[src/rtl/calc_req_sequencer_if.sv]
// calc_req_sequencer_if: request and result valid/ready bundles
// for one calc channel sequencer.
interface calc_req_sequencer_if #(
  parameter int TAG_W = 4
);
  logic             in_valid;
  logic             in_ready;
  logic [3:0]       in_cmd;
  logic [31:0]      in_op1;
  logic [31:0]      in_op2;
  logic [TAG_W-1:0] in_tag;
  logic             rsp_valid;
  logic             rsp_ready;
  logic [1:0]       rsp_resp;
  logic [31:0]      rsp_data;
  logic [TAG_W-1:0] rsp_tag;
  logic             rsp_timeout;

  modport master (
    output in_valid, in_cmd, in_op1, in_op2, in_tag, rsp_ready,
    input  in_ready, rsp_valid, rsp_resp, rsp_data, rsp_tag,
           rsp_timeout
  );

  modport slave (
    input  in_valid, in_cmd, in_op1, in_op2, in_tag, rsp_ready,
    output in_ready, rsp_valid, rsp_resp, rsp_data, rsp_tag,
           rsp_timeout
  );
endinterface

[src/rtl/calc_req_sequencer.sv]
// calc_req_sequencer: queues tagged requests, serialises them to one calc channel.
// Define CALC_REQ_TIMEOUT_EN to abandon WAIT after TIMEOUT_CYC cycles.
module calc_req_sequencer #(
  parameter int DEPTH       = 4,
  parameter int TAG_W       = 4,
  parameter int TIMEOUT_CYC = 10
) (
  input  logic                       c_clk,
  input  logic                       reset,
  calc_req_sequencer_if.slave        rq,
  output logic [3:0]                 req_cmd_out,
  output logic [31:0]                req_data_out,
  input  logic [1:0]                 calc_resp_in,
  input  logic [31:0]                calc_data_in,
  output logic                       stray_resp,
  output logic [$clog2(DEPTH+1)-1:0] fifo_count
);
  localparam int AW = $clog2(DEPTH);
  localparam int CW = $clog2(DEPTH + 1);
  localparam int EW = TAG_W + 4 + 64;

  typedef enum logic [2:0] {
    S_IDLE,
    S_OP1,
    S_OP2,
    S_WAIT,
    S_DONE
  } st_e;

  if (DEPTH < 2 || (DEPTH & (DEPTH - 1)) != 0 ||
      TIMEOUT_CYC < 1) begin : g_bad_cfg
    $error("calc_req_sequencer: bad parameters");
  end

  st_e              r_st;
  st_e              w_nxt;
  logic [EW-1:0]    r_mem [DEPTH];
  logic [AW-1:0]    r_wp;
  logic [AW-1:0]    r_rp;
  logic [CW-1:0]    r_cnt;
  logic [TAG_W-1:0] r_tag;
  logic [3:0]       r_cmd;
  logic [31:0]      r_op1;
  logic [31:0]      r_op2;
  logic [3:0]       r_req_cmd;
  logic [31:0]      r_req_data;
  logic             r_rsp_valid;
  logic [1:0]       r_resp;
  logic [31:0]      r_data;
  logic             r_to;
  logic             r_stray;

  logic             w_full;
  logic             w_push;
  logic             w_pop;
  logic             w_hs;
  logic             w_cap;
  logic             w_to;
  logic             w_tmo;
  logic [EW-1:0]    w_head;
  logic [3:0]       w_head_cmd;

  // entry layout {tag, cmd, op1, op2}
  assign w_head     = r_mem[r_rp];
  assign w_head_cmd = w_head[67:64];
  assign w_full     = (r_cnt == CW'(DEPTH));
  assign w_push     = rq.in_valid && rq.in_ready;
  assign w_pop      = (r_st == S_IDLE) && (r_cnt != '0);
  assign w_hs       = r_rsp_valid && rq.rsp_ready;

  assign rq.in_ready    = !reset && !w_full;
  assign rq.rsp_valid   = r_rsp_valid;
  assign rq.rsp_resp    = r_resp;
  assign rq.rsp_data    = r_data;
  assign rq.rsp_tag     = r_tag;
  assign rq.rsp_timeout = r_to;
  assign req_cmd_out    = r_req_cmd;
  assign req_data_out   = r_req_data;
  assign stray_resp     = r_stray;
  assign fifo_count     = r_cnt;

`ifdef CALC_REQ_TIMEOUT_EN
  localparam int TW = $clog2(TIMEOUT_CYC + 1);
  logic [TW-1:0] r_wcnt;

  always_ff @(posedge c_clk) begin
    if (reset) begin
      r_wcnt <= '0;
    end else if (r_st != S_WAIT) begin
      r_wcnt <= '0;
    end else begin
      r_wcnt <= r_wcnt + TW'(1);
    end
  end

  assign w_tmo = (r_st == S_WAIT) &&
                 (r_wcnt == TW'(TIMEOUT_CYC - 1));
`else
  assign w_tmo = 1'b0;
`endif

  always_ff @(posedge c_clk) begin
    if (w_push) begin
      r_mem[r_wp] <= {rq.in_tag, rq.in_cmd,
                      rq.in_op1, rq.in_op2};
    end
  end

  always_ff @(posedge c_clk) begin
    if (reset) begin
      r_wp  <= '0;
      r_rp  <= '0;
      r_cnt <= '0;
    end else begin
      if (w_push) r_wp <= r_wp + AW'(1);
      if (w_pop)  r_rp <= r_rp + AW'(1);
      r_cnt <= r_cnt + CW'(w_push) - CW'(w_pop);
    end
  end

  always_ff @(posedge c_clk) begin
    if (reset) begin
      r_st <= S_IDLE;
    end else begin
      r_st <= w_nxt;
    end
  end

  always_comb begin
    w_nxt = r_st;
    w_cap = 1'b0;
    w_to  = 1'b0;
    unique case (r_st)
      S_IDLE: begin
        if (w_pop) begin
          w_nxt = (w_head_cmd == 4'd0) ? S_DONE : S_OP1;
        end
      end
      S_OP1: w_nxt = S_OP2;
      S_OP2: w_nxt = S_WAIT;
      // a response on the timeout cycle takes priority
      S_WAIT: begin
        if (calc_resp_in != 2'd0) begin
          w_cap = 1'b1;
          w_nxt = S_DONE;
        end else if (w_tmo) begin
          w_to  = 1'b1;
          w_nxt = S_DONE;
        end
      end
      S_DONE: begin
        if (w_hs) w_nxt = S_IDLE;
      end
      default: w_nxt = S_IDLE;
    endcase
  end

  always_ff @(posedge c_clk) begin
    if (reset) begin
      r_tag       <= '0;
      r_cmd       <= '0;
      r_op1       <= '0;
      r_op2       <= '0;
      r_req_cmd   <= '0;
      r_req_data  <= '0;
      r_rsp_valid <= 1'b0;
      r_resp      <= '0;
      r_data      <= '0;
      r_to        <= 1'b0;
      r_stray     <= 1'b0;
    end else begin
      if (w_pop) begin
        {r_tag, r_cmd, r_op1, r_op2} <= w_head;
        r_resp <= '0;
        r_data <= '0;
        r_to   <= 1'b0;
      end
      if (w_cap) begin
        r_resp <= calc_resp_in;
        r_data <= calc_data_in;
      end
      if (w_to) r_to <= 1'b1;
      unique case (1'b1)
        (r_st == S_OP1): begin
          r_req_cmd  <= r_cmd;
          r_req_data <= r_op1;
        end
        (r_st == S_OP2): begin
          r_req_cmd  <= 4'd0;
          r_req_data <= r_op2;
        end
        default: begin
          r_req_cmd  <= 4'd0;
          r_req_data <= 32'd0;
        end
      endcase
      r_rsp_valid <= (r_st == S_DONE) && !w_hs;
      if (r_st != S_WAIT && calc_resp_in != 2'd0) begin
        r_stray <= 1'b1;
      end
    end
  end
endmodule
[src/flat_wrapper.sv]
// flat-port wrapper written by rule: the top's interface ports become plain ports
module calc_req_sequencer_flat 
#(
  parameter int DEPTH       = 4,
  parameter int TAG_W       = 4,
  parameter int TIMEOUT_CYC = 10
)
  (c_clk, reset, req_cmd_out, req_data_out, calc_resp_in, calc_data_in, stray_resp, fifo_count, rq_in_valid, rq_in_cmd, rq_in_op1, rq_in_op2, rq_in_tag, rq_rsp_ready, rq_in_ready, rq_rsp_valid, rq_rsp_resp, rq_rsp_data, rq_rsp_tag, rq_rsp_timeout);
  calc_req_sequencer_if #(.TAG_W(TAG_W)) rq_i ();
  input  logic c_clk;
  input  logic reset;
  output logic [3:0] req_cmd_out;
  output logic [31:0] req_data_out;
  input  logic [1:0] calc_resp_in;
  input  logic [31:0] calc_data_in;
  output logic stray_resp;
  output logic [$clog2(DEPTH+1)-1:0] fifo_count;
  input wire logic [$bits(rq_i.in_valid)-1:0] rq_in_valid;
  input wire logic [$bits(rq_i.in_cmd)-1:0] rq_in_cmd;
  input wire logic [$bits(rq_i.in_op1)-1:0] rq_in_op1;
  input wire logic [$bits(rq_i.in_op2)-1:0] rq_in_op2;
  input wire logic [$bits(rq_i.in_tag)-1:0] rq_in_tag;
  input wire logic [$bits(rq_i.rsp_ready)-1:0] rq_rsp_ready;
  output wire logic [$bits(rq_i.in_ready)-1:0] rq_in_ready;
  output wire logic [$bits(rq_i.rsp_valid)-1:0] rq_rsp_valid;
  output wire logic [$bits(rq_i.rsp_resp)-1:0] rq_rsp_resp;
  output wire logic [$bits(rq_i.rsp_data)-1:0] rq_rsp_data;
  output wire logic [$bits(rq_i.rsp_tag)-1:0] rq_rsp_tag;
  output wire logic [$bits(rq_i.rsp_timeout)-1:0] rq_rsp_timeout;
  assign rq_i.in_valid = rq_in_valid;
  assign rq_i.in_cmd = rq_in_cmd;
  assign rq_i.in_op1 = rq_in_op1;
  assign rq_i.in_op2 = rq_in_op2;
  assign rq_i.in_tag = rq_in_tag;
  assign rq_i.rsp_ready = rq_rsp_ready;
  assign rq_in_ready = rq_i.in_ready;
  assign rq_rsp_valid = rq_i.rsp_valid;
  assign rq_rsp_resp = rq_i.rsp_resp;
  assign rq_rsp_data = rq_i.rsp_data;
  assign rq_rsp_tag = rq_i.rsp_tag;
  assign rq_rsp_timeout = rq_i.rsp_timeout;
  calc_req_sequencer #(.DEPTH(DEPTH), .TAG_W(TAG_W), .TIMEOUT_CYC(TIMEOUT_CYC)) u_core (.c_clk(c_clk), .reset(reset), .rq(rq_i), .req_cmd_out(req_cmd_out), .req_data_out(req_data_out), .calc_resp_in(calc_resp_in), .calc_data_in(calc_data_in), .stray_resp(stray_resp), .fifo_count(fifo_count));
endmodule
[config.mk]
export PLATFORM = sky130hd
export DESIGN_NAME = calc_req_sequencer_flat
export DESIGN_NICKNAME = d
export VERILOG_FILES = /design/src/rtl/calc_req_sequencer_if.sv /design/src/rtl/calc_req_sequencer.sv /design/src/flat_wrapper.sv
export SDC_FILE = /design/constraint.sdc
export NUM_CORES = 1
export LEC_CHECK = 0
export CAP_MARGIN = 15
export CORE_MARGIN = 4
export CORE_UTILIZATION = 55
export DETAILED_ROUTE_END_ITERATION = 10
export PLACE_DENSITY = 0.79
export SLEW_MARGIN = 20
export SYNTH_ARGS = -nofsm -noshare
export SYNTH_HDL_FRONTEND = slang
export SYNTH_SLANG_ARGS = --single-unit
export TNS_END_PERCENT = 20
[constraint.sdc]
create_clock -name c_clk -period 3.59 [get_ports c_clk]
set_clock_uncertainty 0.2 [all_clocks]
set_input_delay 0.359 -clock c_clk [delete_from_list [all_inputs] [get_ports c_clk]]
set_output_delay 0.359 -clock c_clk [all_outputs]
set_load 0.1 [all_outputs]
Word-level counts from Yosys, hierarchy flattened
Memories as Yosys holds them, arrays and structs flattened. A register that Yosys moved wholly into a read port is not among the register bits. Index checks and enable logic that the tools add are counted.

Word-level logic and storage cells: 61. Input bits: 110. RAM bits: 288. Memories: 1. Bits in registers: 154.

$add $sub $neg: 4. Bitwise operators: 1. Mux-type cells: 16. Eq/ne operators: 9. Reduce and logical (&&, ||, !) cells: 16.

Memories: u_core.r_mem (words 4, width 72, rd ports 1, clocked after memory_dff 1, write ports 1, line calc_req_sequencer.sv:37) `logic [EW-1:0] r_mem [DEPTH];`.

Operators with widths (count): $mux 32 (2); $pmux 32 s2 (1); $pmux 3 s5 (1); $mux 3 (4); $mux 2 (4); $eq 3x2->1 const B (2); $eq 3x3->1 const B (2); $logic_and 1x1->1 (6); $ne 2x1->1 const B (3); $add 2x1->2 const B (2); $logic_not 4->1 (1); $mux 1 (4); $reduce_bool 2->1 (2); $add 3x1->3 (1); $eq 3x1->1 const B (1); $logic_not 1->1 (3); $logic_not 3->1 (1); $ne 3x2->1 const B (1); $reduce_and 3->1 (1); $reduce_bool 3->1 (1); $sub 3x1->3 (1); $reduce_or 2->1 (1); $not 1->1 (1).

Longest topological paths before layout
Gate-level depths: netlist (run 1).

Word-level depth: 6. Gate-level depth with buffers: 11. Gate-level depth less buffers: 9.

Least setup slack after synthesis (run 1)
No wires, ideal clock.

Kind: reg-to-reg. Start point: register u_core.r_cnt[1], in the netlist u_core.fifo_count[1]. End point: memory u_core.r_mem[1][0] (netlist name), enable pin. Arrival time: 3.347 ns. Clock period less this slack: 3.985 ns. Setup slack: -0.395 ns. Stages on the path, launching flop included: 4. Required time: 2.952 ns. Library setup time: 0.438 ns. Path through: dfxtp_1 > nor3b_1 > nor3_1 > and2_1.

Word-level cells in the longest chain between the ends: 6.

RTL lines: start, declared (line calc_req_sequencer.sv:40) `logic [CW-1:0] r_cnt;`; start signal, assigned (line calc_req_sequencer.sv:117) `r_cnt <= r_cnt + CW'(w_push) - CW'(w_pop);`; $eq 3x3->1 (line calc_req_sequencer.sv:66) `assign w_full = (r_cnt == CW'(DEPTH));`; $logic_not 1->1 (line calc_req_sequencer.sv:71) `assign rq.in_ready = !reset && !w_full;`; $logic_and 1x1->1 (line calc_req_sequencer.sv:71); $logic_and 1x1->1 (line calc_req_sequencer.sv:67) `assign w_push = rq.in_valid && rq.in_ready;`; named net u_core.w_push (line calc_req_sequencer.sv:54) `logic w_push;`; $mux 1 (line calc_req_sequencer.sv:103) `if (w_push) begin`; $mux 1 (not written as such) (line calc_req_sequencer.sv:104) `r_mem[r_wp] <= {rq.in_tag, rq.in_cmd,`; end, declared (line calc_req_sequencer.sv:37).

The timed path passes the listed nets, and every way through them passes these cells.

Final worst setup path (run 1)
Start point: register u_core.r_st[2]. End point: register u_core.r_cnt[2], in the netlist u_core.fifo_count[2].

Word-level cells in the longest chain between the ends: 3.

RTL lines: start, declared (line calc_req_sequencer.sv:35) `st_e r_st;`; start signal, assigned (line calc_req_sequencer.sv:125) `r_st <= w_nxt;`; $logic_not 3->1 (line calc_req_sequencer.sv:68) `assign w_pop = (r_st == S_IDLE) && (r_cnt != '0);`; $logic_and 1x1->1 (line calc_req_sequencer.sv:68); named net u_core.w_pop (line calc_req_sequencer.sv:55) `logic w_pop;`; $sub 3x1->3 (line calc_req_sequencer.sv:117).

The timed path passes the listed nets, and every way through them passes these cells. A chain may end at the register's enable or synchronous reset.

==> results.yml, run 1 <==
outcome:
  status: "completed"
sta:
  finalHoldViolations: 0
  relSlewSlack: 0.242
  slew_viol_final: 0
  max_freq_mhz: 359
  whs_ps: 185
  worst_slew_pin_slew_ps: 1140
  period_needed_ps: 2790
  rsz0062_at_grt: "false"
  setup_viol: 0
  setup_slack_ps: 804
  finalCritPeriodShare: 0.776
yosys:
  synthCells: 1030
  ys_types: 39
  ys_ff_latch: 444
  syn_area_per_cell_um2: 15.8
  yosysSeqAreaShare: 0.725
  yosysWarningCount: 0
  syn_nets: 1147
  syn_area_mm2: 0.0162
power_and_ir_drop:
  seq_power_share: 0.434
  internal_power_mw: 9.98
  peakVddDrop_mv: 0.493
  switching_share: 0.325
  p_switching_mw: 4.80
  p_leak_nw: 6.45
  comb_power_share: 0.264
  pwr-share-clk: 0.302
  power_density_mw_per_mm2: 737
drt:
  ant_nets: 0
  vias_per_cell: 6.17
  wl_um: 38800
  avgRoutedWirePerCell_um: 23.9
  drc: 0
  drt_first_iter_violations: 875
  dr_total_vias: 9999
  dr.pass1.iters: 5
floorplan:
  dieWidth_um: 180
  io_pins: 191
  core_mm2: 0.0289
  start_util: 0.561
  rows: 62
  die_y_um: 180
  die_area_mm2: 0.0323
global_routing:
  grt_pass1_vias: 10100
  grt_pass1_wl_um: 59900
  grtUsageTotal: 0.235
  grt_max_degree: 112
  overflow: 0
  antenna_found_initial: 3
placement:
  dp_hpwl_um: 24100
  placed_area_mm2: 0.0186
  gp_congestion: 0.881
  placedCellCount: 1537
  post-place-ws_ps: 841
  port_buffers: 189
critical_path:
  crit_fanout: 31
  critPathKind: "reg2reg"
  required_ps: 3790
  cp-start-kind: "register"
  rrSetupSlack_ps: 800
  crit_arrival_ps: 2980
  regToRegStartpoint: "u_core.r_st[2]"
  cp_top_family: "adder cells"
  cpPeakStageDelay_ps: 600
  reg2regPathDepth: 9
  cp_slowest_cell: "dfxtp_1"
  cp-end-kind: "register"
  crit_buf_inv: 1
  rr_endpoint: "u_core.fifo_count[2]"
  crit_path_cell_trace: "or3_4, nor2_1, ha_1, inv_1, ha_1, fa_1, xnor2_1, xnor2_1, nor2_1"
cts:
  root_buffer: "clkbuf_16"
  clkLatencyLatePin_ps: 540
  cts_setup_buffers: 0
  cts_max_path_buffers: 3
  tritoncts: "done"
  cts_buffers: 44
  cts_num_sinks: 444
  htreeDepth: 2
  clk_pin_slew_ps: 60
cells_and_area:
  drive_above_1_share: 0.150
  area_delta_synth_final_pct: 23.5
  final_area_mm2: 0.0201
  post-route-util: 0.693
  final_cell_count_no_fill: 1621
  nNetsFinal: 1317
worst_hold_path:
  holdPathEnd: "u_core.rq.rsp_data[14]"
  worst_hold_path_type: "in2reg"
  hold_path_startpoint: "calc_data_in[14]"
  hold_path_depth: 3
flow_run:
  drv_cap: 0
registers in the layout, indices dropped and copies added, names as in the netlist, 3 cells and up, named ones only:
signal and count:
u_core.fifo_count 3, u_core.r_cmd 4, u_core.r_mem 288, u_core.r_op1 32
u_core.r_op2 32, u_core.r_st 3, u_core.req_cmd_out 4, u_core.req_data_out 32
u_core.rq.rsp_data 32, u_core.rq.rsp_tag 4
worst max-delay path by stage:
stage                    startpoint              endpoint  slack [ps]  cells after the start
2_1_floorplan  u_core.fifo_count[1]    u_core.r_mem[3][0]        -390                      3
3_3_place_gp         u_core.r_st[2]  u_core.fifo_count[2]         930                      9
3_5_place_dp         u_core.r_st[2]  u_core.fifo_count[2]         840                      9
4_1_cts              u_core.r_st[2]  u_core.fifo_count[2]         800                      9
5_1_grt              u_core.r_st[2]  u_core.fifo_count[2]         600                      9
6_report             u_core.r_st[2]  u_core.fifo_count[2]         800                      9
layout by cell type (no fill, tap or decap), types with 3 or more instances in the layout:
master | Yosys | layout
buf_4 | 2 | 19
nor2_1 | 9 | 8
dfxtp_1 | 156 | 154
nand3_1 | 106 | 106
buf_12 | 0 | 10
a22o_1 | 32 | 32
clkinv_1 | 0 | 3
o221ai_1 | 34 | 34
mux4_2 | 72 | 72
clkbuf_8 | 0 | 6
or4_1 | 3 | 3
ha_1 | 6 | 6
clkinv_2 | 0 | 11
and2_4 | 0 | 4
clkbuf_1 | 77 | 10
and2_1 | 8 | 4
bufinv_16 | 0 | 3
a21oi_1 | 111 | 111
o21ai_0 | 74 | 74
clkbuf_16 | 0 | 45
edfxtp_1 | 288 | 288
inv_1 | 8 | 8
nand2_1 | 4 | 4
clkdlybuf4s50_1 | 0 | 187
synth_stat cells, drive strengths merged:
library cell | instances | area (um2)
xnor2 | 2 | 17.5
conb | 1 | 3.75
a21oi | 111 | 556
and2 | 8 | 50.1
mux4 | 72 | 1620
a22o | 32 | 280
fa | 1 | 20.0
o31ai | 2 | 15.0
nor4 | 1 | 6.26
a32o | 1 | 10.0
edfxtp | 288 | 8650
nor2b | 2 | 12.5
or3 | 3 | 18.8
dfxtp | 156 | 3120
a32oi | 1 | 8.76
a31oi | 1 | 6.26
o22ai | 1 | 6.26
or2 | 1 | 6.26
inv | 8 | 30.0
nor4b | 2 | 23.8
buf | 16 | 90.1
nor2 | 9 | 33.8
nor3 | 3 | 20.0
clkbuf | 77 | 289
nand3b | 1 | 7.51
nand3 | 106 | 531
nor3b | 1 | 7.51
nand2 | 4 | 15.0
mux2 | 1 | 11.3
and3b | 1 | 8.76
ha | 6 | 75.1
o21ai | 74 | 370
o221ai | 34 | 298
or4 | 3 | 22.5
cell families after synthesis:
| logic type | Yosys count | synth area share |
|---|---|---|
| AO/OA/AOI/OAI | 257 | 0.0954 |
| buffers and inverters | 101 | 0.0252 |
| flip-flops | 444 | 0.725 |
| other | 1 | 0.000231 |
| AND/OR/NAND/NOR | 145 | 0.0470 |
| adder cells (fa/ha/maj) | 7 | 0.00585 |
| XOR/XNOR | 2 | 0.00108 |
| multiplexers | 73 | 0.101 |
metal layers:
layer | up-vias | track usage | share of wire
li1 | 4397 | - | -
met3 | 72 | 0.0560 | 0.091
met5 | - | 0 | 0.00070
met2 | 517 | 0.393 | 0.50
met4 | 4 | 0.0683 | 0.026
met1 | 5009 | 0.311 | 0.38
power by group through the flow:
| stage | clock [mW] | sequential [mW] | combinational [mW] |
|---|---|---|---|
| after global placement | 0 | 6.47 | 3.79 |
| after global routing | 4.76 | 6.47 | 4.19 |
| final | 4.47 | 6.41 | 3.91 |
| after CTS | 4.54 | 6.40 | 3.92 |
| after floorplan | 0 | 6.98 | 2.18 |
| after detailed placement | 0 | 6.51 | 3.88 |
worst register-to-register path, stage by stage (launching register included):
cell     delay (ps)
dfxtp_1         600
or3_4           440
nor2_1           90
ha_1            280
inv_1            40
ha_1            180
fa_1            410
xnor2_1         210
xnor2_1         150
nor2_1           50
final cells by class:
| class | instances | area, um2 |
|---|---|---|
| well taps | 384 | 480 |
| diodes | 1 | 2.50 |
| inverters | 8 | 30.0 |
| clock inverters | 21 | 189 |
| clock buffers | 61 | 1250 |
| fillers | 1866 | 8880 |
| repair buffers | 217 | 2220 |
| multi-input cells | 485 | 4110 |
| flip-flops and latches | 444 | 11800 |
per-stage QoR:
step	total power [mW]	setup TNS, ps
after global routing	15.4	0
after CTS	14.9	0
after floorplan	9.16	-85170
after detailed placement	10.4	0
after global placement	10.3	0
final	14.8	0
repair_timing:
action | CTS | global route
hold buffers | 1 | 0
setup endpoints to repair | 0 | 0
hold endpoints to repair | 10 | 0
gates resized for setup | 0 | 0
(Power assumes the default switching activity.)
==> run 2, diff against run 1 <==
Clock period 3.59 ns to 2.6 ns, I/O delays scaled along.
==> run 2 against run 1 <==
  * Sequential power rose by 37%
  * First-iteration DRC count up 11%
  * Cell count increased by 0.25%
  * Maximum frequency rose by 22%
  * Sequential cell count unchanged
  * Global-route usage decreased by 0.23 points
  * Die area stayed put
  * Core utilization decreased by 0.35 points
  * Hold slack worse by 97 ps
  * Sequential share of layout area increased by 0.35 points
  * Power increased by 37%
  * Wire length about the same
  * Critical endpoint unchanged
  * Largest cell class unchanged
  * Largest power group unchanged
==> results.yml, run 2 (synthesis gave the netlist of run 1 again) <==
outcome:
  status: "completed"
sta:
  setup_viol: 0
  finalCritPeriodShare: 0.878
  max_freq_mhz: 438
  finalSetupTns_ps: 0
  relSlewSlack: 0.221
  finalHoldViolations: 0
  worst_slew_pin_slew_ps: 1170
  rsz0062_at_grt: "false"
  slew_viol_final: 0
  period_needed_ps: 2280
critical_path:
  critPathKind: "reg2reg"
  critPathMostFrequentCell: "xnor2_1"
  crit_arrival_ps: 2480
  rrSetupSlack_ps: 320
  cp-end-kind: "register"
  crit_path_cell_trace: "nor3b_1, nor3_1, ha_1, fa_1, xnor2_1, xnor2_1, nor2_1"
  reg2regPathDepth: 7
  cpPeakStageDelay_ps: 400
  cp-start-kind: "register"
  cp_slowest_cell: "fa_1"
  required_ps: 2790
  crit_fanout: 5
floorplan:
  start_util: 0.561
  io_pins: 191
  core_mm2: 0.0289
  dieWidth_um: 180
  die_y_um: 180
  die_area_mm2: 0.0323
  rows: 62
drt:
  wl_met2_um: 19100
  wl_met3_um: 3480
  vias_per_cell: 6.21
  top_layer: "met5"
  avgRoutedWirePerCell_um: 23.9
  drc: 0
  dr_total_vias: 10100
  m1WireLength_um: 15300
  wl_um: 38800
  ant_nets: 0
  drt_first_iter_violations: 968
  dr.pass1.iters: 5
cts:
  ctsHoldBuffers: 0
  root_buffer: "clkbuf_16"
  cts_max_path_buffers: 3
  clk_pin_slew_ps: 60
  clkLatencyLatePin_ps: 530
  cts_num_sinks: 444
  ctsResizeCount: 0
  tritoncts: "done"
  cts_buffers: 43
  cts_setup_buffers: 0
  htreeDepth: 2
worst_hold_path:
  worst_hold_path_type: "in2reg"
  hold_path_depth: 3
global_routing:
  grt_max_degree: 112
  overflow: 0
  grt_pass1_vias: 10200
  antenna_found_initial: 3
  grt_pass1_wl_um: 59800
  grtUsageTotal: 0.233
cells_and_area:
  mostFrequentLayoutCells: "edfxtp_1, dfxtp_1, a21oi_1"
  nNetsFinal: 1322
  final_cell_count_no_fill: 1625
  top_register: "u_core.r_mem"
  largest_register_ffs: 288
  area_delta_synth_final_pct: 22.9
  layout_commonest_cell: "edfxtp_1"
  drive_above_1_share: 0.215
  final_area_mm2: 0.0200
power_and_ir_drop:
  power_density_mw_per_mm2: 1020
  power_mw: 20.3
  peakVddDrop_mv: 0.756
  p_leak_nw: 6.64
placement:
  port_buffers: 189
  placed_area_mm2: 0.0185
  dp_hpwl_um: 23800
  placedCellCount: 1544
  gp_congestion: 0.901
flow_run:
  drv_cap: 0
-- run 2: cell count changes in the layout (fill, tap and decap cells not counted), sizes merged --
cell	before	now
clkbuf	61	60
clkdlybuf4s50	187	108
buf	29	115
dlygate4sd3	1	0
clkinvlp	2	1
clkinv	14	13
bufinv	3	4
-- run 2: critical path, delay by kind of cell (launching register included) --
kind                     cells  cell delay [ps]
AND/OR/NAND/NOR              3              600
adder cells (fa/ha/maj)      2              660
flip-flops                   1              380
XOR/XNOR                     2              320
-- run 2: path summary, 6_finish.rpt --
| path | from | to |
|---|---|---|
| worst max-delay path | u_core.fifo_count[2] | u_core.fifo_count[2] |
| worst max register to register | u_core.fifo_count[2] | u_core.fifo_count[2] |
| worst min-delay path | calc_data_in[19] | u_core.rq.rsp_data[19] |
| worst min register to register | u_core.r_op2[29] | u_core.req_data_out[29] |
-- run 2: area by class of cell --
type / count / area, um2
Antenna cell: 1 / 2.50
Clock inverter: 20 / 218
Clock buffer: 60 / 1190
Tap cell: 384 / 480
Timing Repair Buffer: 223 / 2130
Multi-Input combinational cell: 485 / 4110
Sequential cell: 444 / 11800
Fill cell: 1846 / 8980
Inverter: 8 / 30.0
-- run 2: per-stage QoR --
stage	hold WS, ps	setup WS (ps)	utilization
floorplan	159	-67.7	-
global placement	242	199	0.641
detailed placement	247	193	0.641
CTS	70.9	309	0.690
global route	96.2	113	0.690
finish	88.2	316	0.690
-- run 2: report_power, final --
group / switching (mW) / leakage (nW) / internal, mW / total, mW
registers: 0.445 / 3.89 / 8.34 / 8.78
clock network: 2.52 / 0.689 / 3.62 / 6.14
logic: 3.66 / 2.07 / 1.74 / 5.40
-- run 2: layer usage --
metal,vias to the layer above,GRT usage
li1,4416,-
met2,520,0.380
met1,5071,0.318
met5,-,0
met4,4,0.0689
met3,73,0.0542
